## src/rtl/svc_rv_pkg.sv

```systemverilog
// Shared RV pipeline encodings: register index width and MEM-stage result-source selects.
package svc_rv_pkg;

  localparam int REG_IDX_W = 5;
  localparam int NUM_REGS  = 1 << REG_IDX_W;

  typedef enum logic [2:0] {
    RES_ALU = 3'd0,
    RES_LD  = 3'd1,
    RES_PC4 = 3'd2,
    RES_IMM = 3'd3,
    RES_CSR = 3'd4
  } res_src_e;

endpackage

```

## src/rtl/svc_rv_fwd_port.sv

```systemverilog
// One ID source operand: picks the freshest value for rs and flags whether it
// cannot be supplied this cycle.
module svc_rv_fwd_port
  import svc_rv_pkg::*;
#(
  parameter int XLEN     = 32,
  parameter int MEM_TYPE = 0
) (
  input  logic [REG_IDX_W-1:0] rs,
  input  logic [XLEN-1:0]      rs_data,
  input  logic                 rs_busy,
  input  logic [REG_IDX_W-1:0] rd_ex,
  input  logic                 reg_write_ex,
  input  logic [REG_IDX_W-1:0] rd_mem,
  input  logic                 reg_write_mem,
  input  logic [2:0]           res_src_mem,
  input  logic [XLEN-1:0]      result_mem,
  input  logic [XLEN-1:0]      ld_data_mem,
  input  logic [REG_IDX_W-1:0] rd_wb,
  input  logic                 reg_write_wb,
  input  logic [XLEN-1:0]      rd_data_wb,
  input  logic                 cmpl_valid,
  input  logic [REG_IDX_W-1:0] cmpl_rd,
  input  logic [XLEN-1:0]      cmpl_data,
  output logic [XLEN-1:0]      fwd_data,
  output logic                 stall
);

  logic rs_nz;
  logic ex_match;
  logic mem_match;
  logic cmpl_match;
  logic wb_match;
  logic mem_ld;
  logic [XLEN-1:0] mem_val;

  assign rs_nz      = (rs != '0);
  assign ex_match   = rs_nz && reg_write_ex && (rd_ex == rs);
  assign mem_match  = rs_nz && reg_write_mem && (rd_mem == rs) && (rd_mem != '0);
  assign cmpl_match = rs_nz && cmpl_valid && (cmpl_rd == rs);
  assign wb_match   = rs_nz && reg_write_wb && (rd_wb == rs);
  assign mem_ld     = (res_src_mem == RES_LD);

  // Registered-memory loads only carry an address in MEM; the stall covers that case.
  assign mem_val = (mem_ld && (MEM_TYPE == 0)) ? ld_data_mem : result_mem;

  always_comb begin
    fwd_data = rs_data;
    if (!rs_nz)          fwd_data = '0;
    else if (mem_match)  fwd_data = mem_val;
    else if (cmpl_match) fwd_data = cmpl_data;
    else if (wb_match)   fwd_data = rd_data_wb;
  end

  always_comb begin
    stall = 1'b0;
    if (ex_match)                                   stall = 1'b1;
    if (mem_match && (res_src_mem == RES_CSR))      stall = 1'b1;
    if (mem_match && mem_ld && (MEM_TYPE != 0))     stall = 1'b1;
    if (rs_nz && rs_busy && !cmpl_match)            stall = 1'b1;
  end

endmodule

```

## src/rtl/svc_rv_fwd_sb.sv

```systemverilog
// ID-stage operand resolver: NRD forwarding ports, a long-latency producer
// scoreboard, the combined ID stall and a saturating stall-cycle counter.
module svc_rv_fwd_sb
  import svc_rv_pkg::*;
#(
  parameter int XLEN     = 32,
  parameter int NRD      = 2,
  parameter int MEM_TYPE = 0,
  parameter int CNT_W    = 32
) (
  input  logic                      clk,
  input  logic                      rst_n,
  input  logic [NRD*REG_IDX_W-1:0]  rs_id,
  input  logic [NRD*XLEN-1:0]       rs_data_id,
  input  logic [REG_IDX_W-1:0]      rd_id,
  input  logic                      reg_write_id,
  input  logic [REG_IDX_W-1:0]      rd_ex,
  input  logic                      reg_write_ex,
  input  logic [REG_IDX_W-1:0]      rd_mem,
  input  logic                      reg_write_mem,
  input  logic [2:0]                res_src_mem,
  input  logic [XLEN-1:0]           result_mem,
  input  logic [XLEN-1:0]           ld_data_mem,
  input  logic [REG_IDX_W-1:0]      rd_wb,
  input  logic                      reg_write_wb,
  input  logic [XLEN-1:0]           rd_data_wb,
  input  logic                      issue_valid,
  input  logic [REG_IDX_W-1:0]      issue_rd,
  input  logic                      cmpl_valid,
  input  logic [REG_IDX_W-1:0]      cmpl_rd,
  input  logic [XLEN-1:0]           cmpl_data,
  output logic [NRD*XLEN-1:0]       fwd_rs_id,
  output logic                      stall_id,
  output logic [NUM_REGS-1:0]       busy,
  output logic [CNT_W-1:0]          stall_cnt
);

  logic [NUM_REGS-1:0] busy_q;
  logic [NUM_REGS-1:0] busy_d;
  logic [NRD-1:0]      port_stall;
  logic                waw_stall;

  for (genvar i = 0; i < NRD; i++) begin : g_port
    logic [REG_IDX_W-1:0] rs_i;
    assign rs_i = rs_id[REG_IDX_W*i +: REG_IDX_W];

    svc_rv_fwd_port #(
      .XLEN     (XLEN),
      .MEM_TYPE (MEM_TYPE)
    ) u_port (
      .rs            (rs_i),
      .rs_data       (rs_data_id[XLEN*i +: XLEN]),
      .rs_busy       (busy_q[rs_i]),
      .rd_ex         (rd_ex),
      .reg_write_ex  (reg_write_ex),
      .rd_mem        (rd_mem),
      .reg_write_mem (reg_write_mem),
      .res_src_mem   (res_src_mem),
      .result_mem    (result_mem),
      .ld_data_mem   (ld_data_mem),
      .rd_wb         (rd_wb),
      .reg_write_wb  (reg_write_wb),
      .rd_data_wb    (rd_data_wb),
      .cmpl_valid    (cmpl_valid),
      .cmpl_rd       (cmpl_rd),
      .cmpl_data     (cmpl_data),
      .fwd_data      (fwd_rs_id[XLEN*i +: XLEN]),
      .stall         (port_stall[i])
    );
  end

  // A completion landing this cycle retires the older writer, so no WAW hazard remains.
  assign waw_stall = reg_write_id && (rd_id != '0) && busy_q[rd_id]
                     && !(cmpl_valid && (cmpl_rd == rd_id));
  assign stall_id  = (|port_stall) || waw_stall;

  // Clear before set: a same-edge issue to the completing rd is the newer producer.
  always_comb begin
    busy_d = busy_q;
    if (cmpl_valid)  busy_d[cmpl_rd]  = 1'b0;
    if (issue_valid) busy_d[issue_rd] = 1'b1;
    busy_d[0] = 1'b0;
  end

  always_ff @(posedge clk or negedge rst_n) begin
    if (!rst_n) busy_q <= '0;
    else        busy_q <= busy_d;
  end

  always_ff @(posedge clk or negedge rst_n) begin
    if (!rst_n)                                stall_cnt <= '0;
    else if (stall_id && (stall_cnt != '1))    stall_cnt <= stall_cnt + 1'b1;
  end

  assign busy = busy_q;

endmodule

```

## config.mk

```make
export PLATFORM = sky130hd
export DESIGN_NAME = svc_rv_fwd_sb
export DESIGN_NICKNAME = d
export VERILOG_FILES = /design/src/rtl/svc_rv_pkg.sv /design/src/rtl/svc_rv_fwd_port.sv /design/src/rtl/svc_rv_fwd_sb.sv
export SDC_FILE = /design/constraint.sdc
export NUM_CORES = 1
export LEC_CHECK = 0
export ABC_AREA = 0
export CORE_MARGIN = 5
export CORE_UTILIZATION = 38
export CTS_CLUSTER_SIZE = 8
export DETAILED_ROUTE_END_ITERATION = 8
export DONT_BUFFER_PORTS = 1
export PLACE_DENSITY = 0.58
export SYNTH_ARGS = -nofsm -noshare
export SYNTH_HDL_FRONTEND = slang
export SYNTH_SLANG_ARGS = --single-unit
```

## constraint.sdc

```tcl
create_clock -name clk -period 2.79 [get_ports clk]
set_input_delay 0.279 -clock clk [delete_from_list [all_inputs] [get_ports clk]]
set_output_delay 0.279 -clock clk [all_outputs]
set_load 0.05 [all_outputs]
```

==> summary.md, run 1 <==
| Metric | Value |
|---|---|
| Power density cells | 492 mW/mm^2 |
| Antenna violations before repair | 5 |
| Count of buffers from port buffering | 0 |
| Total power consumption of the routed design | 0.00480 W |
| Final min period | between 2 and 3 ns |
| Max rail drop VDD | approximately 0.74 mV |
| Async set-or-reset flop fraction in the synthesized netlist | 100% |
| Portion of total power attributed to sequential cells | 25.6% |
| TritonCTS clock tree | built |
| Initial core utilization | between 30% and 40% |
| Number of iterations in the first detailed-routing pass | 6 |
| Fin crit share | 96.9% |
| Switching part of the total | 43.6% |
| Worst-Skew Late Latency | 0.33 ns |
| Worst reg2reg path startpoint | busy[22] |
| Switch Pwr | 0.00209 W |
| Count of flip-flops with a built-in enable after synthesis | 0 |
| Via count | 7076 |
| Die boundary height | 145 um |
| Part of the total power dissipated in the clock network | 20.2% |
| Fin nets | roughly 1200 |
| Placement Rows | 49 |
| TritonCTS sink count | 63 |
| Floorplan die width | 145 um |
| Max_cap viols | 0 |
| Result of the run | completed |
| Clk root buf | sky130_fd_sc_hd__clkbuf_16 |
| Remaining max-slew budget at the tightest pin | between 40% and 50% |
| Area taken by flip-flops and latches | 0.00158 sq mm |
| Iteration-0 DRC Markers | 381 |
| Number of H-tree branching levels | 3 |
| Combined area of the multi-input logic cells | around 0.0056 sq mm |
| Core footprint | 0.0180 sq mm |
| Last weighted congestion value of the routability-driven placer | slightly below 1 |
| Max-slew violation count | 0 |
| Worst slew pin tran | 0.760 ns |
| Peak fanout along the critical path | 22 |
| Start-to-end type of the worst setup path | in2out |
| Reg2reg setup slack | 0.13 ns |
| Leftover overflow at the end of global routing | 0 |
| Critical Path Start | rs_id[5] |
| Static power due to leakage | 3.62 nW |
| Capturing element type of the critical path | primary output |
| Area Overhead vs Synth | 40.4% |
| Clk pin slew, worst setup/hold paths | 0.05 ns |
| Ys flop type | sky130_fd_sc_hd__dfrtp_1 |
| Number of endpoints with negative hold slack in the final report | 0 |
| Vias in the first global route | about 7100 |
| Endpoint required time on the critical path | 2.51 ns |
| Synthesized netlist cell count | roughly 820 |
| Half-perimeter wire length after placement | 22500 um |
| Die area | 0.0211 sq mm |
| Number of buffers added by the clock tree synthesis step | 9 |
| Global router's overall resource usage | between 20% and 30% |
| Largest net degree at the start of global routing | 64 |
| Mapped Area | 0.00695 sq mm |
| Number of storage elements in the synthesis netlist | 63 |
| Wire length of the first global-routing pass | 44000 um |
| Longest Clk Path Bufs | 2 |
| Worst hold stages | 2 |
| Hold_sp | issue_rd[2] |
| Leading post-synthesis cells by cell area | sky130_fd_sc_hd__dfrtp_1, sky130_fd_sc_hd__mux2i_1, sky130_fd_sc_hd__o21ai_0, sky130_fd_sc_hd__a211oi_1, sky130_fd_sc_hd__xnor2_1 |
| Share of layout cells above drive strength 1 | a little under a third |
| I/O pins | 372 |
| Detailed-route wire length per cell | 24.6 um |
| Number of cell instances on the worst register-to-register path | 10 |
| Fillcell total | around 1600 |
| Remaining design rule violation count | 0 |
| Synthesized net count | 1061 |
| Largest area contributor in the netlist | sky130_fd_sc_hd__dfrtp_1 |
| Worst hold-check path type | in2reg |
| Unrepaired setup endpoints after global routing | false |
| Worst hold path endpoint | busy[7] |
| Final count of negative-setup-slack endpoints | 0 |
| Number of unique standard cell types used by synthesis | between 50 and 60 |
| Internal power summed over all cells | 0.00271 W |
| Sequential area share after synthesis | 22.7% |
| Proportion of power drawn by combinational gates | 54.2% |
| Yosys top cell area share | 22.7% |
| Detail Route Antenna Nets | 0 |
| Worst Skew | roughly 0.0058 ns |
| CP startpoint kind | primary input |
| Critical path arrival | 2.43 ns |
| Worst Hold Slack | 0.165 ns |
| Overall routed net length | 28500 um |
| Synthesis warning total | 0 |
| Highest attainable clock frequency | 370 MHz |
| Via density | 6.11 |
| Mean post-synth cell area | between 8 and 9 sq um |
| End of the worst register-to-register path | stall_cnt[2] |
## power groups by stage
stage	Sequential (W)	Clock, W	Combinational (W)
2_1_floorplan	0.00177	0	0.00117
3_3_place_gp	0.00123	0	0.00250
3_5_place_dp	0.00123	0	0.00252
4_1_cts	0.00122	0.000983	0.00258
5_1_grt	0.00125	0.00104	0.00275
6_report	0.00123	0.000972	0.00260
## stage by stage
stage	TNS (ns)	util, %	instance area, sq um	instances	worst slack, ns
detailed placement	-0.736	51.8	9300	1128	-0.0927
global placement	-0.672	51.8	9300	1128	-0.0956
finish	0	54.3	9760	1158	0.0855
global route	0	54.3	9760	1158	0.00212
CTS	0	53.8	9660	1150	0.00468
floorplan	-1.40	-	7380	817	-0.179
## layout by cell type, fill, tap and decap left out, types with 2 or more instances in the layout
cell,instances
sky130_fd_sc_hd__a211oi_4,25
sky130_fd_sc_hd__mux2_2,3
sky130_fd_sc_hd__and4_1,2
sky130_fd_sc_hd__a211oi_1,24
sky130_fd_sc_hd__clkbuf_16,9
sky130_fd_sc_hd__nand3_1,29
sky130_fd_sc_hd__and3_1,10
sky130_fd_sc_hd__nor4_4,4
sky130_fd_sc_hd__a211oi_2,14
sky130_fd_sc_hd__nor4_1,5
sky130_fd_sc_hd__nand3b_1,14
sky130_fd_sc_hd__xnor2_1,52
sky130_fd_sc_hd__nor2b_1,7
sky130_fd_sc_hd__xor2_1,20
sky130_fd_sc_hd__mux2i_1,142
sky130_fd_sc_hd__a21oi_1,6
sky130_fd_sc_hd__nor3_1,10
sky130_fd_sc_hd__buf_4,96
sky130_fd_sc_hd__and2_1,2
sky130_fd_sc_hd__or3_1,3
sky130_fd_sc_hd__or3b_2,5
sky130_fd_sc_hd__nand2_1,58
sky130_fd_sc_hd__or4_1,5
sky130_fd_sc_hd__clkinv_2,2
sky130_fd_sc_hd__nor2b_2,29
sky130_fd_sc_hd__nor2_4,2
sky130_fd_sc_hd__dfrtp_1,62
sky130_fd_sc_hd__inv_1,6
sky130_fd_sc_hd__nand4_1,18
sky130_fd_sc_hd__o21ai_0,95
sky130_fd_sc_hd__buf_12,63
sky130_fd_sc_hd__mux4_2,18
sky130_fd_sc_hd__nor2_1,50
sky130_fd_sc_hd__diode_2,5
## timing repair
action / CTS / global route
gates resized for setup: 3 / 14
hold endpoints to repair: 63 / 0
setup buffers: 7 / 3
hold buffers: 2 / 0
pin swaps: 2 / 1
endpoints found under the setup margin: 35 / 47
## cells in the mapped netlist (all sizes together), types with 10 or more instances
cell type,count
a211oi,63
and3,11
buf,30
clkbuf,39
dfrtp,63
mux2i,142
mux4,18
nand2,58
nand3,30
nand3b,14
nand4,18
nor2,53
nor2b,36
nor3,11
nor4,10
o21ai,96
xnor2,52
xor2,20
## layout make-up
cell class,count,share of cell area [%]
Inverter,6,0.231
Antenna cell,5,0.128
Clock buffer,11,2.49
Multi-Input combinational cell,679,57.0
Sequential cell,63,16.2
Timing Repair Buffer,163,21.0
Tap cell,229,2.93
Clock inverter,2,0.103
## sequential cells by signal, indices dropped and copies added (netlist names)
register,cells
busy,31
stall_cnt,32
## worst max-delay path, stage by stage
cell and delay, ns:
sky130_fd_sc_hd__or3_1 0.16, sky130_fd_sc_hd__nor3_4 0.07, sky130_fd_sc_hd__buf_6 0.17, sky130_fd_sc_hd__or4_1 0.61
sky130_fd_sc_hd__nor2_4 0.13, sky130_fd_sc_hd__buf_12 0.18, sky130_fd_sc_hd__buf_12 0.22, sky130_fd_sc_hd__a211oi_1 0.08
sky130_fd_sc_hd__a211oi_2 0.26, sky130_fd_sc_hd__buf_4 0.24
## worst max-delay path by stage
stage               endpoint  slack, ns  cells after the start
2_1_floorplan   fwd_rs_id[1]      -0.18                     10
3_3_place_gp    fwd_rs_id[3]       -0.1                     10
3_5_place_dp    fwd_rs_id[3]      -0.09                     10
4_1_cts        fwd_rs_id[46]      0.005                     10
5_1_grt             stall_id      0.002                      7
6_report       fwd_rs_id[62]       0.09                     10
## layer usage
| layer | up-vias | track usage (%) | part of all wire [%] | wire length (um) |
|---|---|---|---|---|
| met2 | 313 | 43.9 | 50 | 14300 |
| met5 | - | 0 | 0 | 0 |
| met4 | 0 | 10.0 | 3.5 | 1000 |
| li1 | 3206 | - | - | - |
| met1 | 3502 | 30.6 | 37 | 10500 |
| met3 | 55 | 7.80 | 9.3 | 2640 |
## kinds of logic (layout without fill, tap and decap cells)
family / after synthesis / after routing / share of synthesized area [%]
AO/OA/AOI/OAI: 175 / 175 / 15.4
XOR/XNOR: 72 / 72 / 9.07
adder cells (fa/ha/maj): 1 / 1 / 0.180
buffers and inverters: 75 / 182 / 5.02
flip-flops: 63 / 63 / 22.7
multiplexers: 164 / 164 / 26.9
other: 1 / 6 / 0.0539
AND/OR/NAND/NOR: 266 / 266 / 20.7
(Power assumes the default switching activity.)
==> inputs of run 2 (changes only) <==
SETUP_SLACK_MARGIN = 0.5   (was default)
==> summary.md, run 2 (same netlist as run 1, synthesis figures left out) <==
| Metric | Value |
|---|---|
| Largest net degree at the start of global routing | 64 |
| Iteration-0 DRC Markers | 598 |
| Longest Clk Path Bufs | 2 |
| Via density | 6.48 |
| Commonest cells after routing, fill and taps aside | sky130_fd_sc_hd__mux2i_1, sky130_fd_sc_hd__buf_12, sky130_fd_sc_hd__buf_4 |
| Count of buffers from port buffering | 0 |
| Worst slew pin tran | between 0.7 and 0.8 ns |
| Area Overhead vs Synth | 78.0% |
| Static power due to leakage | between 4 and 5 nW |
| Switching part of the total | 40.9% |
| Worst path cell trace | mux4_2 -> mux2_4 -> or3_4 -> o2111ai_2 -> and3_4 -> nand3_4 -> buf_12 -> buf_12 |
| Worst reg2reg path startpoint | busy[19] |
| Worst Hold Slack | 0.178 ns |
| CP startpoint kind | flop |
| Max_cap viols | 0 |
| Overall routed net length | 34400 um |
| Part of the total power dissipated in the clock network | 24.2% |
| Core footprint | roughly 0.018 sq mm |
| Final min period | 2.79 ns |
| Total power consumption of the routed design | around 0.0056 W |
| Result of the run | finished with violations |
| Antenna violations before repair | 1 |
| Vias in the first global route | 8030 |
| Remaining max-slew budget at the tightest pin | between 50% and 60% |
| Flip-flop count of the largest register, all copies and words added | 32 |
| Max-slew violation count | 0 |
| Peak fanout along the critical path | 2 |
| Fin crit share | 100% |
| End of the worst register-to-register path | stall_cnt[31] |
| Most prevalent standard cell on the critical path | sky130_fd_sc_hd__buf_12 |
| Worst-Skew Late Latency | 0.33 ns |
| Floorplan die width | 145 um |
| Power density cells | 453 mW/mm^2 |
| Critical path arrival | 2.51 ns |
| Reg2reg setup slack | 0.07 ns |
| Placement Rows | 49 |
| Clk pin slew, worst setup/hold paths | 0.05 ns |
| Final count of negative-setup-slack endpoints | 1 |
| Wire length of the first global-routing pass | approximately 49000 um |
| Combined area of the multi-input logic cells | 0.00687 sq mm |
| Number of buffer and inverter instances along the worst setup path | 2 |
| I/O pins | 372 |
| Switch Pwr | 0.00229 W |
| Number of buffers added by the clock tree synthesis step | 9 |
| Internal power summed over all cells | ~0.0033 W |
| Number of iterations in the first detailed-routing pass | 5 |
| TritonCTS clock tree | built |
| Register containing the most flip-flops in the final layout | stall_cnt |
| CP max stage cell | sky130_fd_sc_hd__mux4_2 |
| Worst Skew | 0.00559 ns |
| Leftover overflow at the end of global routing | 0 |
| Critical Path Max Stage Delay | 0.48 ns |
| Portion of total power attributed to sequential cells | 22.2% |
| Die boundary height | 145 um |
| Clk root buf | sky130_fd_sc_hd__clkbuf_16 |
| Number of endpoints with negative hold slack in the final report | 0 |
| Share of layout cells above drive strength 1 | 52.6% |
| Worst hold path endpoint | busy[11] |
| Capturing element type of the critical path | primary output |
| Worst hold stages | 2 |
| Highest attainable clock frequency | 358 MHz |
| Fillcell total | 1226 |
| Via count | 7883 |
| Final core utilization | 68.9% |
| Detail Route Antenna Nets | 0 |
| Detailed-route wire length per cell | 28.3 um |
| Failing checks | negative setup slack |
| Most frequent standard cell in the layout excluding fill and tap cells | sky130_fd_sc_hd__mux2i_1 |
| Fin nets | 1225 |
| Delay-heaviest family, CP | multiplexers |
| Final setup TNS | -0.00161 ns |
| Global router's overall resource usage | 29.0% |
| Unrepaired setup endpoints after global routing | true |
| TritonCTS sink count | 63 |
| Endpoint required time on the critical path | 2.51 ns |
| Max rail drop VDD | 0.725 mV |
| Number of H-tree branching levels | 3 |
| Initial core utilization | 38.7% |
| Worst hold-check path type | in2reg |
| Start-to-end type of the worst setup path | reg2out |
| Last weighted congestion value of the routability-driven placer | 0.965 |
| Dpl cells | 1125 |
| Proportion of power drawn by combinational gates | 53.6% |
| Area taken by flip-flops and latches | 0.00160 sq mm |
| Remaining design rule violation count | 0 |
| Setup ws final | -0.00161 ns |
| Final cell count without fillers | around 1200 |
| Hold_sp | issue_rd[3] |
| Die area | 0.0211 sq mm |
| Number of cell instances on the worst register-to-register path | 12 |
| Half-perimeter wire length after placement | 23200 um |
==> run 2: cell count changes in the layout (fill, tap and decap cells not counted), sizes merged <==
cell,change
buf,+52
bufinv,+4
diode,-4
clkbuf,+3
or2,+2
clkinv,+1
==> run 2: worst max path at each step <==
stage,depth (start not counted),start,to,slack (ns)
after floorplan,9,rs_id[5],fwd_rs_id[33],0.21
after global placement,9,rs_id[9],fwd_rs_id[32],-0.11
after detailed placement,9,rs_id[8],fwd_rs_id[36],-0.17
after CTS,8,busy[19],stall_id,-0.02
after global routing,8,busy[19],stall_id,-0.05
final,8,busy[19],stall_id,-0.002
==> run 2: area by class of cell <==
type                    count  area share, %
diodes                      1         0.0202
flip-flops and latches     63           12.9
clock buffers               9           1.82
inverters                   6          0.182
multi-input cells         681           55.5
repair buffers            220           26.1
clock inverters             7           1.09
well taps                 229           2.31
==> run 2: through the flow <==
stage	setup slack (ns)	area, sq um
after floorplan	0.210	8080
after global placement	-0.107	9850
after detailed placement	-0.172	9850
after CTS	-0.0193	11500
final	-0.00161	12400
after global routing	-0.0547	12400
==> run 2: timing repair <==
action / 4_1_cts / 5_1_grt
buffers inserted: 38 / 13
resized for setup: 131 / 138
endpoints found under the setup margin: 97 / 97
pin swaps: 56 / 45
endpoints found under the hold margin: 63 / 0
gates cloned: 16 / 5
hold buffers: 2 / 0
==> run 2: power groups by stage <==
stage          Clock, W  Combinational, W  Sequential, W
6_report        0.00136           0.00300        0.00124
5_1_grt         0.00140           0.00315        0.00126
4_1_cts         0.00136           0.00284        0.00124
3_5_place_dp          0           0.00268        0.00125
3_3_place_gp          0           0.00263        0.00124
2_1_floorplan         0           0.00130        0.00179
==> run 2: routing by layer <==
layer	wire length, um	global-route usage (%)	share of wire [%]	up-vias
met5	0	0	0	-
met4	1680	12.0	4.9	0
met3	3280	9.45	9.5	115
met2	17400	50.3	51	472
met1	12000	32.8	35	3961
li1	-	-	-	3335
